[src/rtl/jtframe_sim_inputs.sv]
// ============================================================================
//  Module   : jtframe_sim_inputs
//  Brief    : Frame-scripted player-1 stimulus (coin, start, joystick walk)
//             for unattended simulation of a game core. Outputs active-low.
//  Revision : 1.0 - initial release
// ============================================================================
`default_nettype none

module jtframe_sim_inputs #(
   parameter int unsigned COIN_FRAME  = 16,
   parameter int unsigned START_FRAME = 32,
   parameter int unsigned PULSE       = 4,
   parameter int unsigned PLAY_FRAME  = 48,
   parameter int unsigned STEP        = 8
) (
   input  logic       clk,
   input  logic       rst_n,
   input  logic       loop_rst,
   input  logic       LVBL,
   output logic [6:0] game_joystick1,
   output logic       button_1p,
   output logic       coin_left
);

   // Windows are compared in 17 bits so a window ending past 16'hFFFF cannot wrap
   localparam logic [16:0] c_coin_lo  = 17'(COIN_FRAME);
   localparam logic [16:0] c_coin_hi  = 17'(COIN_FRAME + PULSE);
   localparam logic [16:0] c_start_lo = 17'(START_FRAME);
   localparam logic [16:0] c_start_hi = 17'(START_FRAME + PULSE);
   localparam logic [16:0] c_play     = 17'(PLAY_FRAME);
   localparam logic [7:0]  c_step_max = 8'(STEP - 1);

   logic        lvbl_l_q,    lvbl_l_d;
   logic [15:0] frame_cnt_q, frame_cnt_d;
   logic [7:0]  step_cnt_q,  step_cnt_d;
   logic [2:0]  pat_idx_q,   pat_idx_d;
   logic [6:0]  joy_q,       joy_d;
   logic        start_q,     start_d;
   logic        coin_q,      coin_d;

   logic        tick;
   logic [15:0] f_next;
   logic [16:0] f_ext;
   logic [6:0]  pattern;

   always_comb begin
      case (pat_idx_q)
         3'd0:    pattern = 7'h7E;
         3'd1:    pattern = 7'h7D;
         3'd2:    pattern = 7'h7B;
         3'd3:    pattern = 7'h77;
         3'd4:    pattern = 7'h6F;
         3'd5:    pattern = 7'h5F;
         3'd6:    pattern = 7'h3F;
         default: pattern = 7'h7F;
      endcase
   end

   always_comb begin
      tick        = lvbl_l_q & ~LVBL;
      f_next      = (frame_cnt_q == 16'hFFFF) ? frame_cnt_q : frame_cnt_q + 16'd1;
      f_ext       = {1'b0, f_next};

      lvbl_l_d    = LVBL;
      frame_cnt_d = frame_cnt_q;
      step_cnt_d  = step_cnt_q;
      pat_idx_d   = pat_idx_q;
      joy_d       = joy_q;
      start_d     = start_q;
      coin_d      = coin_q;

      if (loop_rst) begin
         frame_cnt_d = 16'd0;
         step_cnt_d  = 8'd0;
         pat_idx_d   = 3'd0;
         joy_d       = 7'h7F;
         start_d     = 1'b1;
         coin_d      = 1'b1;
      end else if (tick) begin
         frame_cnt_d = f_next;
         coin_d      = ~((f_ext >= c_coin_lo)  && (f_ext < c_coin_hi));
         start_d     = ~((f_ext >= c_start_lo) && (f_ext < c_start_hi));
         if (f_ext < c_play) begin
            joy_d = 7'h7F;
         end else begin
            // Show the current step's pattern, then advance toward the next one
            joy_d = pattern;
            if (step_cnt_q == c_step_max) begin
               step_cnt_d = 8'd0;
               pat_idx_d  = pat_idx_q + 3'd1;
            end else begin
               step_cnt_d = step_cnt_q + 8'd1;
            end
         end
      end
   end

   always_ff @(posedge clk or negedge rst_n) begin
      if (!rst_n) begin
         lvbl_l_q    <= 1'b1;
         frame_cnt_q <= 16'd0;
         step_cnt_q  <= 8'd0;
         pat_idx_q   <= 3'd0;
         joy_q       <= 7'h7F;
         start_q     <= 1'b1;
         coin_q      <= 1'b1;
      end else begin
         lvbl_l_q    <= lvbl_l_d;
         frame_cnt_q <= frame_cnt_d;
         step_cnt_q  <= step_cnt_d;
         pat_idx_q   <= pat_idx_d;
         joy_q       <= joy_d;
         start_q     <= start_d;
         coin_q      <= coin_d;
      end
   end

   assign game_joystick1 = joy_q;
   assign button_1p      = start_q;
   assign coin_left      = coin_q;

endmodule

`default_nettype wire

[config.mk]
export PLATFORM = sky130hd
export DESIGN_NAME = jtframe_sim_inputs
export DESIGN_NICKNAME = d
export VERILOG_FILES = /design/src/rtl/jtframe_sim_inputs.sv
export SDC_FILE = /design/constraint.sdc
export NUM_CORES = 1
export LEC_CHECK = 0
export BUFFER_PORTS_ARGS = -buffer_cell sky130_fd_sc_hd__clkbuf_2
export CAP_MARGIN = 0
export CORE_MARGIN = 2
export CORE_UTILIZATION = 65
export CTS_BUF_LIST = sky130_fd_sc_hd__clkbuf_8
export CTS_CLUSTER_DIAMETER = 30
export DETAILED_ROUTE_END_ITERATION = 12
export PLACE_DENSITY = 0.88
export SYNTH_ARGS = -nofsm -noshare
export SYNTH_HDL_FRONTEND = slang
export SYNTH_SLANG_ARGS = --single-unit
[constraint.sdc]
create_clock -name clk -period 5.4 [get_ports clk]
set_input_delay 1.08 -clock clk [delete_from_list [all_inputs] [get_ports clk]]
set_output_delay 1.08 -clock clk [all_outputs]
set_load 0.02 [all_outputs]
==> flow_metrics.env, run 1 <==
export IMPL_worst_pin_slew_ps=905
export IMPL_routedWlPerCell_um=15.2
export IMPL_diodes=0
export IMPL_antenna_left=0
export IMPL_clkLatencyLatePin_ps=300
export IMPL_synth_common_cells="nor2_1, dfrtp_1, nand2_1"
export IMPL_first_pass_iters=4
export IMPL_grt_pass1_vias=1797
export IMPL_postLayoutCoreUtil_pct=73.9
export IMPL_syn_cell_area_sq_um=2320
export IMPL_cts_tree="done"
export IMPL_grt_ovfl_total=0
export IMPL_cp_arrival_ps=3320
export IMPL_clock_root_buffer="clkbuf_8"
export IMPL_ctsResizeCount=0
export IMPL_fp_dieArea_sq_um=4060
export IMPL_crit_fanout=15
export IMPL_critPathKind="flip-flop to flip-flop"
export IMPL_num_vias=1973
export IMPL_port_buffers=12
export IMPL_rsz0062_at_grt="false"
export IMPL_setup_viol=0
export IMPL_core_area_sq_um=3390
export IMPL_synth_most_common_cell="nor2_1"
export IMPL_slew_headroom_pct=39.7
export IMPL_htreeDepth=2
export IMPL_synth_seq_cells=37
export IMPL_area_growth_pct=7.87
export IMPL_initial_core_util_pct=68.5
export IMPL_fin_setup_tns_ps=0
export IMPL_drive_gt1_share_pct=15.9
export IMPL_clk_pin_slew_ps=80
export IMPL_synth_top_area_share_pct=29.1
export IMPL_synth_largest_area_cell="dfrtp_1"
export IMPL_route_detailed_drc=0
export IMPL_status="finished, final reports clean"
export IMPL_synthTopCellsByArea="dfrtp_1, dfstp_2, nor2_1"
export IMPL_cts_made_buffers=5
export IMPL_yosys_warnings=0
export IMPL_period_needed_ps=3130
export IMPL_synth_edf_count=0
export IMPL_leakagePower_uw=0.000999
export IMPL_gp_congestion=0.957
export IMPL_synthFlopType="dfrtp_1"
export IMPL_io_pins=13
export IMPL_die_x_um=63.8
export IMPL_dpl_hpwl_um=3250
export IMPL_hold_viol_final=0
export IMPL_async_reset_ff_share_pct=100
export IMPL_max_cap_violations=0
export IMPL_nets=281
export IMPL_critPathLaunchType="flip-flop"
export IMPL_avgViaCountPerCell=6.24
export IMPL_dpl_cell_count=308
export IMPL_fin_cells=316
export IMPL_hold_path_class="flip-flop to flip-flop"
export IMPL_drt_iter0_markers=186
export IMPL_synth_nets=278
export IMPL_syn_inst=266
export IMPL_ys_types=52
export IMPL_die_h_um=63.8
export IMPL_p_per_area_nw_per_um2=237
export IMPL_fin_skew_ps=6.98
export IMPL_grt_antenna_before_repair=0
export IMPL_slew_violations=0
export IMPL_cts_setup_buffers=0
export IMPL_yosysSeqAreaShare_pct=40.4
export IMPL_clockBufferDepth=2
export IMPL_track_usage_pct=25.4
export IMPL_grt_max_degree=38
export IMPL_cts_hold_repair_buffers=0
export IMPL_syn_area_per_cell_sq_um=8.73
export IMPL_routed_wl_um=4810
export IMPL_regArea_sq_um=938
export IMPL_grt_pass1_wl_um=8140
export IMPL_fmax_ghz=0.320
export IMPL_clock_sinks=37
export IMPL_vdd_ir_drop_max_v=0.000168
export IMPL_multi_input_area_sq_um=1280
export IMPL_crit_path_end_kind="flip-flop"
export IMPL_nFillCells=231
export IMPL_required_ps=5590
export IMPL_fin_crit_sh_pct=58.0
export IMPL_num_rows=21
==> path summary, 6_finish.rpt <==
kind,startpoint,end,slack [ps],cells past startpoint
max in group asynchronous,rst_n,step_cnt_q[5],3930,1
min reg2reg,game_joystick1[0],game_joystick1[0],510,2
max reg2reg,frame_cnt_q[0],pat_idx_q[0],2270,9
max,frame_cnt_q[0],pat_idx_q[0],2270,9
min,game_joystick1[0],game_joystick1[0],510,2
min in group asynchronous,rst_n,frame_cnt_q[15],900,1
==> power breakdown <==
part	switching [uW]	internal (uW)	total, uW
Combinational	17.0	3.90	20.9
Clock	107	186	293
Sequential	1.09	279	280
Total	125	469	594
==> per-layer routing <==
layer	vias up	wire (um)	track usage, %
li1	960	-	-
met1	941	2210	35.4
met2	62	2220	38.7
met3	10	297	6.16
met4	0	78	8.97
met5	-	0	0
==> worst max-delay path, stage by stage, from the launching register on <==
cell and delay, ps:
dfrtp_1 400, ha_1 260, nand2_1 170, or3_1 390, or2_1 310, and3_4 230, a311oi_2 460, a21oi_2 290
and2_4 230, mux2_4 290
==> cell type report <==
cell class / count / area share (%)
Sequential cell: 37 / 37.5
Multi-Input combinational cell: 204 / 51.0
Tap cell: 46 / 2.30
Clock inverter: 3 / 2.75
Timing Repair Buffer: 12 / 2.40
Inverter: 9 / 1.35
Clock buffer: 5 / 2.75
==> placed cells by master, fill, tap and decap left out, types with 2 or more instances in the layout <==
master     Yosys  routed
xor2_1         5       5
mux2i_1        7       7
a31oi_1        7       7
nand2b_1       3       3
nor4_1         3       3
nand3_1       10      10
and4_1         2       2
a21bo_2        2       2
a41oi_1        2       2
nand3b_1       2       2
bufinv_16      0       2
or3_1          4       4
inv_1          8       8
and2_1         3       3
clkbuf_2       0      12
nand4_1        8       8
xnor2_1        7       7
nor3b_1        2       2
nor3_1        13      13
a211oi_1       2       2
nand2_1       26      26
o32a_1         2       2
dfstp_2       10      10
nor2_1        36      36
ha_1           8       8
dfrtp_1       27      27
a21oi_1       17      17
clkbuf_8       0       5
and3_1         4       4
o21ai_0        7       7
a31o_2         2       2
==> metrics by stage <==
stage	cell area [sq um]	hold slack (ps)	worst slack (ps)	power (uW)
after CTS	2500	513	2300	596
after global placement	2370	502	2450	306
final	2500	510	2270	594
after floorplan	2320	511	2740	297
after detailed placement	2370	502	2330	306
after global routing	2500	528	2110	611
==> registers in the layout, indices dropped and copies added, names as in the netlist <==
| signal | cells |
|---|---|
| frame_cnt_q | 16 |
| step_cnt_q | 8 |
| pat_idx_q | 3 |
| coin_left | 1 |
| game_joystick1 | 7 |
| button_1p | 1 |
| lvbl_l_q | 1 |
==> kinds of logic (layout without fill, tap and decap cells) <==
group	Yosys count	in the layout	share of synthesized area (%)
adders and majority gates	8	8	4.31
muxes	9	9	4.15
buffers and inverters	25	29	4.58
AOI/OAI and AO/OA	49	49	14.2
and+or+nand+nor	126	126	27.8
xor gates and xnor gates	12	12	4.53
DFF	37	37	40.4
Power figures use the tool's default switching activity.
==> run 2: changes to the inputs <==
--- a/config.mk
+++ b/config.mk
@@ -8,11 +8,11 @@
 export BUFFER_PORTS_ARGS = -buffer_cell sky130_fd_sc_hd__clkbuf_2
 export CAP_MARGIN = 0
 export CORE_MARGIN = 2
-export CORE_UTILIZATION = 65
+export CORE_UTILIZATION = 57
 export CTS_BUF_LIST = sky130_fd_sc_hd__clkbuf_8
 export CTS_CLUSTER_DIAMETER = 30
 export DETAILED_ROUTE_END_ITERATION = 12
-export PLACE_DENSITY = 0.88
+export PLACE_DENSITY = 0.82
 export SYNTH_ARGS = -nofsm -noshare
 export SYNTH_HDL_FRONTEND = slang
 export SYNTH_SLANG_ARGS = --single-unit
==> constraint.sdc (replaced) <==
create_clock -name clk -period 2.6 [get_ports clk]
set_input_delay 0.52 -clock clk [delete_from_list [all_inputs] [get_ports clk]]
set_output_delay 0.52 -clock clk [all_outputs]
set_load 0.02 [all_outputs]
==> run 2 against run 1 <==
Effect of this change: the flow now finishes with violations (setup timing); combinational power rose to 2.8 times the previous value; non-clock buffer count is 42 higher; clock skew up 7.1 ps; critical path depth rose by 1; routed wire length is 36% higher; cell area rose by 18%; via count grew 17%; clock-buffer cell count grew 1; sequential share of layout area shrank 5.6 points; hold slack lost 180 ps; fmax up 18%; final cell count grew 15%; critical path type unchanged; largest cell class unchanged; largest power group is now sequential cells.
==> flow_metrics.env, run 2 (synthesized netlist as in run 1, its figures left out) <==
export IMPL_track_usage_pct=25.2
export IMPL_vdd_ir_drop_max_v=0.000275
export IMPL_cpPeakStageDelay_ps=590
export IMPL_fp_dieArea_sq_um=4600
export IMPL_diodes=0
export IMPL_leakagePower_uw=0.00123
export IMPL_whs_endpoint="lvbl_l_q"
export IMPL_failed_checks="setup timing"
export IMPL_grt_pass1_vias=1981
export IMPL_drive_gt1_share_pct=34.0
export IMPL_grt_max_degree=38
export IMPL_worst_pin_slew_ps=908
export IMPL_nets=323
export IMPL_final_common_cell="buf_4"
export IMPL_clkLatencyLatePin_ps=300
export IMPL_nFillCells=287
export IMPL_fin_cells=362
export IMPL_num_rows=23
export IMPL_gp_congestion=0.927
export IMPL_required_ps=2770
export IMPL_critPathLaunchType="flip-flop"
export IMPL_die_h_um=67.8
export IMPL_hp_start="LVBL"
export IMPL_area_growth_pct=27.2
export IMPL_dpl_hpwl_um=3880
export IMPL_r2r_worst_path_cells=10
export IMPL_io_pins=13
export IMPL_status="finished, violations left"
export IMPL_drt_iter0_markers=273
export IMPL_cp_arrival_ps=2820
export IMPL_dpl_cell_count=335
export IMPL_setup_viol=3
export IMPL_p_per_area_nw_per_um2=397
export IMPL_clockBufferDepth=2
export IMPL_grt_ovfl_total=0
export IMPL_top_register="frame_cnt_q"
export IMPL_avgViaCountPerCell=6.39
export IMPL_r2r_end="step_cnt_q[0]"
export IMPL_antenna_left=0
export IMPL_period_needed_ps=2650
export IMPL_rsz0062_at_grt="true"
export IMPL_fmax_ghz=0.377
export IMPL_routed_wl_um=6520
export IMPL_hold_path_class="input port to flip-flop"
export IMPL_core_area_sq_um=3970
export IMPL_fin_crit_sh_pct=102
export IMPL_num_vias=2313
export IMPL_final_cell_mix="buf_4, nor2_1, dfrtp_1"
export IMPL_htreeDepth=2
export IMPL_fin_ws_ps=-54.4
export IMPL_initial_core_util_pct=58.4
export IMPL_multi_input_area_sq_um=1410
export IMPL_max_cap_violations=0
export IMPL_routedWlPerCell_um=18.0
export IMPL_slew_violations=0
export IMPL_hold_viol_final=0
export IMPL_cp_slowest_cell="or4_4"
export IMPL_largest_reg_flops=16
export IMPL_cts_tree="done"
export IMPL_placed_area_sq_um=2560
export IMPL_design_area_sq_um=2950
export IMPL_grt_antenna_before_repair=0
export IMPL_cp_top_family="simple AND/OR/NAND/NOR gates"
export IMPL_startpoint="frame_cnt_q[6]"
export IMPL_grt_pass1_wl_um=8840
export IMPL_clock_sinks=37
export IMPL_slew_headroom_pct=39.5
export IMPL_die_x_um=67.8
export IMPL_regArea_sq_um=941
export IMPL_reg2reg_from="frame_cnt_q[6]"
export IMPL_clk_pin_slew_ps=80
export IMPL_cts_made_buffers=5
export IMPL_route_detailed_drc=0
export IMPL_cp_cell_sequence="nand4_1, or4_4, mux2i_2, nand4_1, nor3_4, a21oi_4, buf_4, buf_4, mux2i_1, nor2_1"
export IMPL_crit_path_end_kind="flip-flop"
export IMPL_critPathKind="flip-flop to flip-flop"
export IMPL_crit_fanout=5
export IMPL_worst_path_buf_inv=2
export IMPL_clock_root_buffer="clkbuf_8"
export IMPL_first_pass_iters=5
export IMPL_min_path_cells=1
export IMPL_port_buffers=12
export IMPL_fin_skew_ps=14.1
export IMPL_reg2reg_slack_ps=-50
## run 2: cell types whose count changed in the layout (fill, tap and decap cells not counted), sizes merged
cell,delta
buf,+42
clkinvlp,+1
inv,-1
clkbuf,+1
bufinv,-1
## run 2: layout make-up
class / instances / area share [%]
flip-flops and latches: 37 / 31.9
clock buffers: 6 / 2.80
repair buffers: 54 / 13.1
well taps: 50 / 2.12
multi-input cells: 204 / 47.7
inverters: 9 / 1.14
clock inverters: 2 / 1.27
## run 2: repair_timing
action / in CTS / in global routing
cloned: 0 / 0
gates resized for setup: 1 / 28
pin swaps: 1 / 10
setup buffers: 2 / 17
setup endpoints to repair: 2 / 14
hold buffers: 0 / 0
## run 2: worst max path at each step
stage	depth (start not counted)	slack (ps)	to
after global placement	9	60	step_cnt_q[7]
final	10	-50	step_cnt_q[0]
after detailed placement	10	-80	step_cnt_q[6]
after global routing	10	-120	step_cnt_q[0]
after floorplan	10	60	pat_idx_q[0]
after CTS	10	5	step_cnt_q[6]
## run 2: where the power goes
group | leakage [uW] | total [uW] | switching, uW | internal, uW
Sequential | 0.000478 | 581 | 1.58 | 579
Combinational | 0.000699 | 58.6 | 42.4 | 16.2
Clock | 0.0000574 | 532 | 220 | 312
Total | 0.00123 | 1170 | 264 | 907
## run 2: routing by layer
layer	global-route usage [%]	wire length (um)	vias to the layer above
met5	0	0	-
met4	9.00	210	0
met3	5.59	395	28
met2	42.0	3350	110
met1	32.2	2560	1139
li1	-	-	1036
## run 2: metrics by stage
step	total power, uW	worst slack, ps	utilization, %	hold slack (ps)	setup TNS [ps]
global route	1210	-118	74.4	330	-657
finish	1170	-54.4	74.4	330	-116
CTS	1170	5.28	68.0	319	0
detailed placement	643	-82.7	64.4	501	-161
global placement	642	58.5	64.4	504	0
floorplan	617	62.8	-	224	0
## run 2: worst register-to-register path: cells and delay by family, from the launching register on
family                 cells  cell delay, ps
AOI/OAI and AO/OA          1             120
buffers and inverters      2             280
DFF                        1             420
muxes                      2             360
and+or+nand+nor            5            1350
